<file path="config.mk">
export PLATFORM = sky130hd
export DESIGN_NAME = serializer10bit_tx
export DESIGN_NICKNAME = d
export VERILOG_FILES = /design/src/rtl/serializer10bit_tx.sv
export SDC_FILE = /design/constraint.sdc
export NUM_CORES = 1
export LEC_CHECK = 0
export ABC_CLOCK_PERIOD_IN_PS = 2100
export BUFFER_PORTS_ARGS = -buffer_cell sky130_fd_sc_hd__buf_2
export CELL_PAD_IN_SITES_DETAIL_PLACEMENT = 1
export CELL_PAD_IN_SITES_GLOBAL_PLACEMENT = 2
export CORE_MARGIN = 3
export CORE_UTILIZATION = 34
export CTS_CLUSTER_DIAMETER = 200
export DETAILED_ROUTE_END_ITERATION = 16
export PLACE_DENSITY_LB_ADDON = 0.1
export SLEW_MARGIN = 20
export SYNTH_ARGS = -nofsm -noshare
export SYNTH_HDL_FRONTEND = slang
export SYNTH_SLANG_ARGS = --single-unit
</file>
<file path="constraint.sdc">
create_clock -name clk -period 2.1 [get_ports clk]
set_clock_uncertainty 0.2 [all_clocks]
set_input_delay 0.42 -clock clk [delete_from_list [all_inputs] [get_ports clk]]
set_output_delay 0.42 -clock clk [all_outputs]
set_load 0.01 [all_outputs]
</file>
<file path="src/rtl/serializer10bit_tx.sv">
// rtl/serializer10bit_tx.sv - framed LSB-first 10-bit parallel-to-serial transmitter
//
// Accepts a 10-bit word on a load/ready handshake and sends it on ser_out as
// start bit, 10 data bits (LSB first), optional even-parity bit, stop bit.
// Each serial bit lasts DIV clocks (1..255). All outputs are registered.
//
// Optional feature macro: SER10_PARITY_EN (adds PAR state and parity bit).
//
// Ports:
//   clk     - system clock, rising edge
//   rst_n   - asynchronous active-low reset
//   d_in    - parallel word, sampled on acceptance (load & ready)
//   load    - word-valid strobe
//   ready   - high in IDLE only
//   ser_out - serial line, idles high
//   busy    - high from first start-bit clock to last stop-bit clock
//   done    - one-clock pulse on the clock the block returns to IDLE

module serializer10bit_tx #(
   parameter int DIV = 4
) (
   input  logic       clk,
   input  logic       rst_n,
   input  logic [9:0] d_in,
   input  logic       load,
   output logic       ready,
   output logic       ser_out,
   output logic       busy,
   output logic       done
);

   localparam int DW = (DIV > 1) ? $clog2(DIV) : 1;
   localparam logic [DW-1:0] DIV_LAST = DW'(DIV - 1);

`ifdef SER10_PARITY_EN
   typedef enum logic [2:0] {IDLE, START, DATA, PAR, STOP} state_t;
`else
   typedef enum logic [1:0] {IDLE, START, DATA, STOP} state_t;
`endif

   state_t        state, state_n;
   logic [9:0]    shreg, shreg_n;
   logic [3:0]    bit_cnt, bit_cnt_n;
   logic [DW-1:0] div_cnt, div_cnt_n;
   logic          bit_end;
   logic          ser_out_n, ready_n, busy_n, done_n;

`ifdef SER10_PARITY_EN
   // Parity is taken from the word at capture time because the shift
   // register is consumed as the data bits go out.
   logic par_bit;

   always_ff @(posedge clk or negedge rst_n) begin
      if (!rst_n)
         par_bit <= 1'b0;
      else if (state == IDLE && load)
         par_bit <= ^d_in;
   end
`endif

   assign bit_end = (div_cnt == DIV_LAST);

   always_ff @(posedge clk or negedge rst_n) begin
      if (!rst_n) begin
         state   <= IDLE;
         shreg   <= '0;
         bit_cnt <= '0;
         div_cnt <= '0;
         ser_out <= 1'b1;
         ready   <= 1'b1;
         busy    <= 1'b0;
         done    <= 1'b0;
      end else begin
         state   <= state_n;
         shreg   <= shreg_n;
         bit_cnt <= bit_cnt_n;
         div_cnt <= div_cnt_n;
         ser_out <= ser_out_n;
         ready   <= ready_n;
         busy    <= busy_n;
         done    <= done_n;
      end
   end

   always_comb begin
      state_n   = state;
      shreg_n   = shreg;
      bit_cnt_n = bit_cnt;
      div_cnt_n = div_cnt;
      case (state)
         IDLE: begin
            if (load) begin
               shreg_n   = d_in;
               bit_cnt_n = '0;
               div_cnt_n = '0;
               state_n   = START;
            end
         end
         START: begin
            if (bit_end) begin
               div_cnt_n = '0;
               state_n   = DATA;
            end else begin
               div_cnt_n = div_cnt + DW'(1);
            end
         end
         DATA: begin
            if (bit_end) begin
               div_cnt_n = '0;
               shreg_n   = shreg >> 1;
               if (bit_cnt == 4'd9) begin
                  bit_cnt_n = '0;
`ifdef SER10_PARITY_EN
                  state_n   = PAR;
`else
                  state_n   = STOP;
`endif
               end else begin
                  bit_cnt_n = bit_cnt + 4'd1;
               end
            end else begin
               div_cnt_n = div_cnt + DW'(1);
            end
         end
`ifdef SER10_PARITY_EN
         PAR: begin
            if (bit_end) begin
               div_cnt_n = '0;
               state_n   = STOP;
            end else begin
               div_cnt_n = div_cnt + DW'(1);
            end
         end
`endif
         STOP: begin
            if (bit_end) begin
               div_cnt_n = '0;
               state_n   = IDLE;
            end else begin
               div_cnt_n = div_cnt + DW'(1);
            end
         end
         default: state_n = IDLE;
      endcase
   end

   // Outputs are decoded from the next state so the registered values line
   // up with the state they describe, with no path from load/d_in to a pin.
   always_comb begin
      ser_out_n = 1'b1;
      case (state_n)
         START:   ser_out_n = 1'b0;
         DATA:    ser_out_n = shreg_n[0];
`ifdef SER10_PARITY_EN
         PAR:     ser_out_n = par_bit;
`endif
         default: ser_out_n = 1'b1;
      endcase
      ready_n = (state_n == IDLE);
      busy_n  = (state_n != IDLE);
      done_n  = (state == STOP) && (state_n == IDLE);
   end

endmodule

</file>
==> flow_summary.json, run 1 <==
{
  "r2r.worst_path.cells": 4,
  "highest_ir_drop_seen_on_vdd_v": 0.000528,
  "die_area_um2": 3670,
  "critPathLaunchType": "flop",
  "grt_start_max_net_pins": 23,
  "cts-hold-fix-buffers": 1,
  "grt_first_pass_wirelength_um": 3550,
  "gr-usage-all-layers_pct": 13.1,
  "worstReg2RegStart": "state[1]",
  "setup_viol": 0,
  "tightestPinTransition_ns": 0.945,
  "global_route.overflow_total": 0,
  "clock_tree_from_tritoncts": "done",
  "detail_route.iter0.violations": 52,
  "p_leak_nw": 0.581,
  "yosys_register_bits": 22,
  "hold_class": "in2reg",
  "drt-met1-wl_um": 938,
  "postRouteWirelength_um": 2010,
  "cts.repair_timing.setup_buffer_count": 0,
  "syn-instance-count": 93,
  "clock-sinks": 22,
  "period_share_pct": 91.4,
  "h-tree-depth": 1,
  "synth.lib_cells_used.distinct": 31,
  "nets": 129,
  "num_rows": 19,
  "route.top_layer_used": "met4",
  "antenna_violating_nets_post_route": 0,
  "first_global_vias": 803,
  "sequential_cell_area_um2": 553,
  "setup_tns_ns": 0,
  "post_route_cells_drive_above_1_share_pct": 24.1,
  "p_per_area_nw_per_um2": 1360,
  "finalMaxSlewViolations": 0,
  "cts_buffers": 3,
  "place.gp.congestion": 0.775,
  "synth-seq-area-share_pct": 54.6,
  "clkLatencyLatePin_ns": 0.31,
  "post-route-min-period_ns": 1.92,
  "reg2reg_slack_ns": 0.18,
  "critical_path.endpoint": "shreg[4]",
  "maxCapViolations": 0,
  "quantity_of_i_o_buffers_inserted_on_ports": 16,
  "multiInputGateArea_um2": 378,
  "r2r-end": "shreg[4]",
  "met3RoutedLength_um": 113,
  "maximum_clock_frequency_ghz": 0.521,
  "number_of_vias_per_cell_after_detailed_routing": 5.33,
  "yosysWarnings": 0,
  "max_slew_margin_pct": 36.5,
  "dpl_hpwl_um": 1480,
  "hold_violations": 0,
  "highest_fanout_seen_on_the_critical_path": 9,
  "setup.worst_path.end_class": "flop",
  "wl_per_cell_um": 14.0,
  "synth.net_count": 109,
  "dpl.cell_count": 138,
  "cts-resized-gates": 0,
  "grt_antenna_before_repair": 0,
  "dr_wl_met2_um": 939,
  "cts_max_path_buffers": 2,
  "diodes": 0,
  "netlist_area_um2": 1010,
  "y_dimension_of_the_die_um": 60.6,
  "rsz0062_at_grt": "false",
  "path_class": "reg2reg",
  "syn_area_per_cell_um2": 10.9,
  "worst_ep_required_time_ns": 2.15,
  "clockRootBuffer": "sky130_fd_sc_hd__clkbuf_4",
  "critical_path.startpoint": "state[1]",
  "ioPinCount": 17,
  "clkTransAtPathRegs_ns": 0.12,
  "drt_pre_antenna_iters": 6,
  "status": "finished, final reports clean",
  "drcViolationCount": 0,
  "synthToLayoutAreaGrowth_pct": 14.2,
  "worst-endpoint-arrival_ns": 1.97,
  "core_ar_um2": 2810,
  "nFillCells": 319,
  "initial_cell_density_of_the_core_pct": 36.1,
  "routed-via-count": 762,
  "finish.cell_count_without_fillers": 143,
  "die_x_um": 60.6
}
per-stage QoR:
stage | cell area [um^2] | setup slack, ns | hold WS (ns) | util, % | power, mW
after floorplan | 1010 | 0.256 | -0.0756 | - | 1.22
after CTS | 1160 | 0.182 | 0.112 | 41.3 | 1.60
after global placement | 1120 | 0.221 | 0.207 | 40.0 | 1.39
after global routing | 1160 | 0.0780 | 0.107 | 41.3 | 1.74
after detailed placement | 1120 | 0.195 | 0.216 | 40.0 | 1.39
final | 1160 | 0.180 | 0.121 | 41.3 | 1.57
power by group:
part | internal [mW] | switching [mW]
combinational | 0.301 | 0.322
sequential | 0.619 | 0.129
clock | 0.0742 | 0.127
total | 0.994 | 0.578
final cells by class:
cell class,count,share of cell area (%)
clock buffer,4,2.27
inverter,13,4.22
multi-input combinational,53,32.6
sequential,22,47.8
tap,31,3.35
timing repair buffer,20,9.73
how the worst min path moves through the flow:
stage / end / slack [ns] / depth (start not counted) / startpoint
floorplan: bit_cnt[0] / -0.08 / 0 / rst_n
global route: shreg[1] / 0.11 / 3 / d_in[1]
CTS: shreg[2] / 0.11 / 3 / d_in[2]
detailed placement: bit_cnt[1] / 0.22 / 1 / rst_n
finish: shreg[2] / 0.12 / 3 / d_in[2]
global placement: bit_cnt[1] / 0.21 / 1 / rst_n
flip-flops by register name (all words and copies together), names as in the netlist:
signal / cells
ready: 1
state: 2
bit_cnt: 4
div_cnt: 2
done: 1
ser_out: 1
busy: 1
shreg: 10
cells by family (layout without fill, tap and decap cells):
logic type      Yosys count  in the layout  share of synthesized area, %
simple gates             23             23                          12.6
fa+ha+maj                 3              3                          3.70
buf+inv                  18             37                          8.15
xor+xnor                  1              1                         0.864
mux                       2              2                          1.98
flops                    22             22                          54.6
compound gates           24             24                          18.1
worst max-delay path, stage by stage (launching register included):
cell and delay [ns]:
sky130_fd_sc_hd__dfrtp_1 0.42, sky130_fd_sc_hd__buf_4 0.18, sky130_fd_sc_hd__nor3_1 0.77, sky130_fd_sc_hd__a222oi_1 0.20, sky130_fd_sc_hd__inv_1 0.09
cells in the final DEF (no fill, tap or decap), drive strengths merged:
cell type    Yosys  final
a211oi           1      1
a21o             1      1
a21oi            4      4
a221oi           1      1
a222oi           8      8
a31o             1      1
and3             1      1
and3b            1      1
buf              5     19
clkbuf           0      4
dfrtp           20     20
dfstp            2      2
dlygate4sd3      0      1
ha               3      3
inv             13     13
mux2i            2      2
nand2            4      4
nand2b           3      3
nand3            3      3
nand3b           1      1
nor2             4      4
nor2b            1      1
nor3             2      2
nor3b            1      1
o21ai            5      5
o22ai            1      1
o31ai            2      2
or2              1      1
or3              1      1
xor2             1      1
per-layer routing:
layer	global-route usage, %	up-vias
li1	-	373
met1	17.1	365
met2	20.5	22
met3	2.77	2
met4	6.50	0
met5	0	-
synthesized netlist by cell type, drive strengths merged:
| cell type | n | area [um^2] |
|---|---|---|
| a21o | 1 | 7.51 |
| xor2 | 1 | 8.76 |
| o22ai | 1 | 6.26 |
| dfrtp | 20 | 500 |
| dfstp | 2 | 52.6 |
| nor3 | 2 | 10.0 |
| nor2 | 4 | 15.0 |
| or3 | 1 | 11.3 |
| o21ai | 5 | 25.0 |
| ha | 3 | 37.5 |
| mux2i | 2 | 20.0 |
| nand2 | 4 | 15.0 |
| and3 | 1 | 6.26 |
| inv | 13 | 48.8 |
| a21oi | 4 | 20.0 |
| or2 | 1 | 6.26 |
| a31o | 1 | 8.76 |
| nor2b | 1 | 6.26 |
| a211oi | 1 | 7.51 |
| buf | 5 | 33.8 |
| nor3b | 1 | 7.51 |
| a221oi | 1 | 8.76 |
| nand3b | 1 | 7.51 |
| o31ai | 2 | 20.0 |
| and3b | 1 | 8.76 |
| a222oi | 8 | 80.1 |
| nand2b | 3 | 18.8 |
| nand3 | 3 | 15.0 |
(Power assumes the default switching activity.)
==> run 2: changes to the inputs <==
--- a/config.mk
+++ b/config.mk
@@ -7,10 +7,10 @@
 export LEC_CHECK = 0
 export ABC_CLOCK_PERIOD_IN_PS = 2100
 export BUFFER_PORTS_ARGS = -buffer_cell sky130_fd_sc_hd__buf_2
-export CELL_PAD_IN_SITES_DETAIL_PLACEMENT = 1
-export CELL_PAD_IN_SITES_GLOBAL_PLACEMENT = 2
+export CELL_PAD_IN_SITES_DETAIL_PLACEMENT = 0
+export CELL_PAD_IN_SITES_GLOBAL_PLACEMENT = 1
 export CORE_MARGIN = 3
-export CORE_UTILIZATION = 34
+export CORE_UTILIZATION = 38
 export CTS_CLUSTER_DIAMETER = 200
 export DETAILED_ROUTE_END_ITERATION = 16
 export PLACE_DENSITY_LB_ADDON = 0.1
==> run 2 against run 1 <==
Effect of this change:
- power grew 0.11%
- first-iteration DRC count down 31%
- combinational power barely moved
- register-to-register slack better by 0.02 ns
- fmax up 1.2%
- final cell count shrank 0.70%
- utilization is 5.2 points higher
==> flow_summary.json, run 2 (synthesized netlist as in run 1, its figures left out) <==
{
  "max_slew_margin_pct": 39.6,
  "grt_first_pass_wirelength_um": 3440,
  "reg_top3": "shreg (10), bit_cnt (4)",
  "nFillCells": 238,
  "p_per_area_nw_per_um2": 1350,
  "diodes": 0,
  "dr_wl_met2_um": 898,
  "drt_pre_antenna_iters": 4,
  "global_route.overflow_total": 0,
  "clkLatencyLatePin_ns": 0.30,
  "layout_commonest_cell": "sky130_fd_sc_hd__dfrtp_1",
  "rsz0062_at_grt": "false",
  "clock-sinks": 22,
  "drt-met1-wl_um": 863,
  "clockRootBuffer": "sky130_fd_sc_hd__clkbuf_4",
  "routed-via-count": 755,
  "detail_route.iter0.violations": 36,
  "max_flop_register": "shreg",
  "met3RoutedLength_um": 110,
  "setup_tns_ns": 0,
  "finalMaxSlewViolations": 0,
  "layout_utilization_pct": 46.5,
  "quantity_of_i_o_buffers_inserted_on_ports": 16,
  "pre_cts_ws_ns": 0.0949,
  "gr-usage-all-layers_pct": 13.4,
  "highest_fanout_seen_on_the_critical_path": 8,
  "wl_per_cell_um": 13.4,
  "largest_reg_flops": 10,
  "final.setup.worst_slack_ns": 0.203,
  "commonest_non_fill_non_tap_cells_in_the_layout": "20 x sky130_fd_sc_hd__dfrtp_1, 16 x sky130_fd_sc_hd__buf_2, 13 x sky130_fd_sc_hd__inv_1, 8 x sky130_fd_sc_hd__a222oi_1, 5 x sky130_fd_sc_hd__o21ai_1",
  "critPathLaunchType": "flop",
  "initial_cell_density_of_the_core_pct": 40.5,
  "postRouteWirelength_um": 1900,
  "clkTransAtPathRegs_ns": 0.12,
  "dpl_hpwl_um": 1370,
  "die_area_um2": 3320,
  "num_rows": 18,
  "antenna_violating_nets_post_route": 0,
  "route.top_layer_used": "met4",
  "hold_class": "in2reg",
  "die_x_um": 57.6,
  "critical_path.cell_chain": "buf_4 -> nor3_1 -> a222oi_1 -> inv_1",
  "critical_path.top_delay_family": "simple AND/OR/NAND/NOR gates",
  "maximum_clock_frequency_ghz": 0.527,
  "tightestPinTransition_ns": 0.898,
  "path_class": "reg2reg",
  "cp_slowest_cell": "sky130_fd_sc_hd__nor3_1",
  "cts_buffers": 3,
  "core_ar_um2": 2500,
  "place.gp.congestion": 0.720,
  "clock_tree_from_tritoncts": "done",
  "maxCapViolations": 0,
  "sequential_cell_area_um2": 553,
  "critical_path.n_buffers_inverters": 2,
  "y_dimension_of_the_die_um": 57.6,
  "period_share_pct": 90.3,
  "p_leak_nw": 0.582,
  "hold_ws_ns": 0.116,
  "drcViolationCount": 0,
  "grt_antenna_before_repair": 0,
  "post-layout-total-power_mw": 1.57,
  "highest_ir_drop_seen_on_vdd_v": 0.000780,
  "post-route-min-period_ns": 1.90,
  "setup_viol": 0,
  "post_route_cells_drive_above_1_share_pct": 25.0,
  "setup.worst_path.end_class": "flop",
  "h-tree-depth": 1,
  "synthToLayoutAreaGrowth_pct": 14.7,
  "first_global_vias": 790,
  "ioPinCount": 17,
  "hold_violations": 0,
  "nets": 129,
  "cts_max_path_buffers": 2,
  "multiInputGateArea_um2": 384,
  "grt_start_max_net_pins": 23,
  "number_of_vias_per_cell_after_detailed_routing": 5.32,
  "status": "finished, final reports clean",
  "critPathMaxStageDelay_ns": 0.74,
  "worst-endpoint-arrival_ns": 1.95,
  "worst_ep_required_time_ns": 2.15
}
-- run 2: cell counts in the layout (fill, tap and decap cells not counted) --
No cell type changed its count.
-- run 2: layout make-up --
cell class / instances / share of cell area (%)
Sequential cell: 22 / 47.6
Inverter: 13 / 4.20
Tap cell: 30 / 3.23
Timing Repair Buffer: 20 / 9.69
Clock buffer: 4 / 2.26
Multi-Input combinational cell: 53 / 33.0
-- run 2: worst paths after layout --
check                               from       end  slack [ns]  cells past startpoint
max in group asynchronous          rst_n     ready        0.96                      2
min in group asynchronous          rst_n  shreg[0]        0.39                      2
worst min-delay path             d_in[2]  shreg[2]        0.12                      3
worst max-delay path            state[1]  shreg[7]        0.20                      4
worst max register to register  state[1]  shreg[7]        0.20                      4
worst min register to register  shreg[0]  shreg[0]        0.29                      1
-- run 2: per-stage QoR --
stage | std cells | cell area, um^2
2_1_floorplan | 93 | 1010
3_3_place_gp | 137 | 1120
3_5_place_dp | 137 | 1120
4_1_cts | 142 | 1160
5_1_grt | 142 | 1160
6_report | 142 | 1160
-- run 2: repair_timing --
item                                   CTS  global route
endpoints found under the hold margin   20             0
setup endpoints to repair                0             1
setup buffers                            0             0
gates resized for setup                  0             1
hold buffers                             1             0
-- run 2: worst min-delay path, stage by stage --
cell	delay, ns
sky130_fd_sc_hd__buf_2	0.08
sky130_fd_sc_hd__a222oi_1	0.05
sky130_fd_sc_hd__inv_1	0.05
-- run 2: report_power, final --
group,total [mW],internal [mW],switching (mW)
sequential,0.752,0.619,0.133
combinational,0.623,0.298,0.324
clock,0.199,0.0741,0.125
-- run 2: metal layers --
| metal | vias to the layer above | global-route usage [%] |
|---|---|---|
| met5 | - | 0 |
| met4 | 0 | 3.97 |
| met3 | 4 | 4.01 |
| li1 | 372 | - |
| met1 | 357 | 15.6 |
| met2 | 22 | 23.5 |
==> run 3: changes to the inputs <==
--- a/config.mk
+++ b/config.mk
@@ -5,6 +5,7 @@
 export SDC_FILE = /design/constraint.sdc
 export NUM_CORES = 1
 export LEC_CHECK = 0
+export ABC_AREA = 1
 export ABC_CLOCK_PERIOD_IN_PS = 2100
 export BUFFER_PORTS_ARGS = -buffer_cell sky130_fd_sc_hd__buf_2
 export CELL_PAD_IN_SITES_DETAIL_PLACEMENT = 0
@@ -14,6 +15,7 @@
 export CTS_CLUSTER_DIAMETER = 200
 export DETAILED_ROUTE_END_ITERATION = 16
 export PLACE_DENSITY_LB_ADDON = 0.1
+export SKIP_CTS_REPAIR_TIMING = 1
 export SLEW_MARGIN = 20
 export SYNTH_ARGS = -nofsm -noshare
 export SYNTH_HDL_FRONTEND = slang
==> run 3 against run 2 <==
Effect of this change:
- synthesized cell count grew 32%
- clock-buffer cell count down 1
- clock power is 62% higher
- critical endpoint is now busy
- largest cell class unchanged
- largest power group unchanged
==> flow_summary.json, run 3 <==
{
  "status": "finished, final reports clean",
  "postRouteWirelength_um": 2060,
  "antenna_violating_nets_post_route": 0,
  "clockRootBuffer": "sky130_fd_sc_hd__clkbuf_4",
  "max_flop_register": "shreg",
  "hold_class": "in2reg",
  "synthSimpleGateAreaFrac_pct": 27.3,
  "post-route-min-period_ns": 1.62,
  "period_share_pct": 76.9,
  "synth_largest_area_cell": "sky130_fd_sc_hd__dfrtp_1",
  "path_class": "reg2reg",
  "most_common_cell_in_the_netlist": "sky130_fd_sc_hd__nand2_1",
  "yosysWarnings": 0,
  "worstReg2RegStart": "div_cnt[0]",
  "critical_path.cell_chain": "ha_1 -> inv_1 -> o21ai_0 -> nand2_2 -> nor2_4 -> inv_1",
  "maximum_clock_frequency_ghz": 0.619,
  "setup_viol": 0,
  "clock-sinks": 22,
  "cts_buffers": 3,
  "detail_route.iter0.violations": 32,
  "worst_ep_required_time_ns": 2.11,
  "synth-seq-area-share_pct": 51.1,
  "routed-via-count": 868,
  "share_clk_of_total_power_pct": 18.3,
  "number_of_vias_per_cell_after_detailed_routing": 5.02,
  "grt_antenna_before_repair": 0,
  "yosys.area_share.xor_xnor_pct": 0,
  "gr-usage-all-layers_pct": 13.0,
  "max_slew_margin_pct": 68.1,
  "cp_slowest_cell": "sky130_fd_sc_hd__dfrtp_1",
  "min_delay_startpoint": "d_in[8]",
  "largest_reg_flops": 10,
  "critical_path.n_buffers_inverters": 2,
  "r2r.worst_path.cells": 6,
  "synth_top_family_by_area": "simple AND/OR/NAND/NOR gates",
  "synthToLayoutAreaGrowth_pct": 15.6,
  "drt_pre_antenna_iters": 4,
  "ioPinCount": 17,
  "tightestPinTransition_ns": 0.479,
  "dpl_hpwl_um": 1560,
  "cts_max_path_buffers": 2,
  "power.switching_uw": 693,
  "drcViolationCount": 0,
  "synth.net_count": 139,
  "y_dimension_of_the_die_um": 59.4,
  "place.gp.congestion": 0.776,
  "p_leak_nw": 0.662,
  "synth_common_cells": "41 x sky130_fd_sc_hd__nand2_1, 20 x sky130_fd_sc_hd__dfrtp_1, 10 x sky130_fd_sc_hd__inv_1, 8 x sky130_fd_sc_hd__a22oi_1, 8 x sky130_fd_sc_hd__nand3_1",
  "initial_cell_density_of_the_core_pct": 41.8,
  "layout_commonest_cell": "sky130_fd_sc_hd__nand2_1",
  "rsz0062_at_grt": "false",
  "nets": 160,
  "grt_first_pass_wirelength_um": 3460,
  "syn_area_per_cell_um2": 8.80,
  "netlist_area_um2": 1080,
  "setup.worst_path.end_class": "flop",
  "core_ar_um2": 2590,
  "grt_start_max_net_pins": 23,
  "synth_async_sr_flop_share_pct": 100,
  "reg2reg_slack_ns": 0.48,
  "die_x_um": 59.4,
  "area_share_of_the_leading_cell_type_in_the_synthesized_netlist_pct": 46.2,
  "highest_fanout_seen_on_the_critical_path": 6,
  "h-tree-depth": 1,
  "clkLatencyLatePin_ns": 0.30,
  "power_frac_seq_pct": 42.8,
  "combinationalPowerShare_pct": 38.9,
  "quantity_of_i_o_buffers_inserted_on_ports": 16,
  "first_global_vias": 793,
  "critical_path.top_delay_family": "flip-flops",
  "reg_top3": "shreg (10), bit_cnt (4)",
  "hold_violations": 0,
  "maxCapViolations": 0,
  "post-layout-total-power_mw": 1.76,
  "internal_power_mw": 1.07,
  "critPathLaunchType": "flop",
  "syn-instance-count": 123,
  "critPathMaxStageDelay_ns": 0.40,
  "synth_area_in_adders_pct": 3.47,
  "yosys-top-cells-area": "sky130_fd_sc_hd__dfrtp_1 46%, sky130_fd_sc_hd__nand2_1 14%, sky130_fd_sc_hd__a22oi_1 5.5%",
  "synth_compound_gate_area_share_pct": 11.7,
  "diodes": 0,
  "post_route_cells_drive_above_1_share_pct": 24.5,
  "hold_path_end": "shreg[8]",
  "yosys_register_bits": 22,
  "wl_per_cell_um": 11.9,
  "highest_ir_drop_seen_on_vdd_v": 0.000770,
  "finalMaxSlewViolations": 0,
  "synth.lib_cells_used.distinct": 22,
  "commonest_non_fill_non_tap_cells_in_the_layout": "41 x sky130_fd_sc_hd__nand2_1, 20 x sky130_fd_sc_hd__dfrtp_1, 16 x sky130_fd_sc_hd__buf_2, 10 x sky130_fd_sc_hd__inv_1",
  "holdPathStages": 3,
  "synth-edff-count": 0,
  "yosys-mux-area-fraction_pct": 0,
  "num_rows": 18,
  "die_area_um2": 3520,
  "layout_utilization_pct": 48.3,
  "p_per_area_nw_per_um2": 1410,
  "worst_path_most_repeated_cell": "sky130_fd_sc_hd__inv_1",
  "power.share.switching_pct": 39.4,
  "r2r-end": "busy",
  "worst-endpoint-arrival_ns": 1.63,
  "clkTransAtPathRegs_ns": 0.12,
  "global_route.overflow_total": 0,
  "clock_tree_from_tritoncts": "done",
  "synthFlopType": "sky130_fd_sc_hd__dfrtp_1",
  "setup_tns_ns": 0
}
## run 3: cell types whose count changed after synthesis, moves of 4 or more
cell,change
sky130_fd_sc_hd__a222oi_1,-8
sky130_fd_sc_hd__inv_2,+4
sky130_fd_sc_hd__nand2_1,+37
sky130_fd_sc_hd__a22oi_1,+8
sky130_fd_sc_hd__o21ai_1,-5
sky130_fd_sc_hd__nand3_1,+5
## run 3: power groups by stage
stage	Combinational, mW	Clock [mW]	Sequential, mW
6_report	0.684	0.323	0.753
5_1_grt	0.794	0.351	0.779
4_1_cts	0.694	0.334	0.753
3_5_place_dp	0.693	0	0.761
3_3_place_gp	0.686	0	0.761
2_1_floorplan	0.541	0	0.752
## run 3: how the worst max path moves through the flow
stage | endpoint | depth (start not counted) | startpoint
global placement | busy | 6 | div_cnt[0]
CTS | busy | 6 | div_cnt[0]
finish | busy | 6 | div_cnt[0]
global route | bit_cnt[3] | 7 | div_cnt[0]
floorplan | shreg[9] | 6 | div_cnt[0]
detailed placement | busy | 6 | div_cnt[0]
## run 3: cells by family after synthesis
kind of cell,Yosys count
AND/OR/NAND/NOR,63
flip-flops,22
AO/OA/AOI/OAI,19
buffers and inverters,16
adder cells (fa/ha/maj),3
## run 3: final cells by class
class / instances / area [um^2]
inverters: 15 / 58.8
flip-flops and latches: 22 / 553
fillers: 267 / 1340
repair buffers: 17 / 90.1
well taps: 30 / 37.5
clock inverters: 1 / 30.0
clock buffers: 3 / 22.5
multi-input cells: 85 / 459
## run 3: per-stage QoR
step	hold WS, ns	setup WS, ns	cell area, um^2	instances
6_report	0.116	0.485	1250	173
2_1_floorplan	-0.0756	0.598	1080	123
3_5_place_dp	0.217	0.502	1190	168
3_3_place_gp	0.217	0.524	1190	168
4_1_cts	-0.135	0.484	1240	172
5_1_grt	0.0997	0.361	1250	173
## run 3: routing by layer
metal	share of wire [%]	global-route usage (%)	wire length, um	up-vias
li1	-	-	-	438
met4	1.5	4.85	30	0
met2	45	20.3	938	23
met3	4.5	2.61	93	4
met1	48	17.8	999	403
met5	0	0	0	-
## run 3: tightest hold or removal path, delay by kind of cell
kind,cells,cell delay [ns]
buffers and inverters,1,0.07
AO/OA/AOI/OAI,1,0.05
AND/OR/NAND/NOR,1,0.05
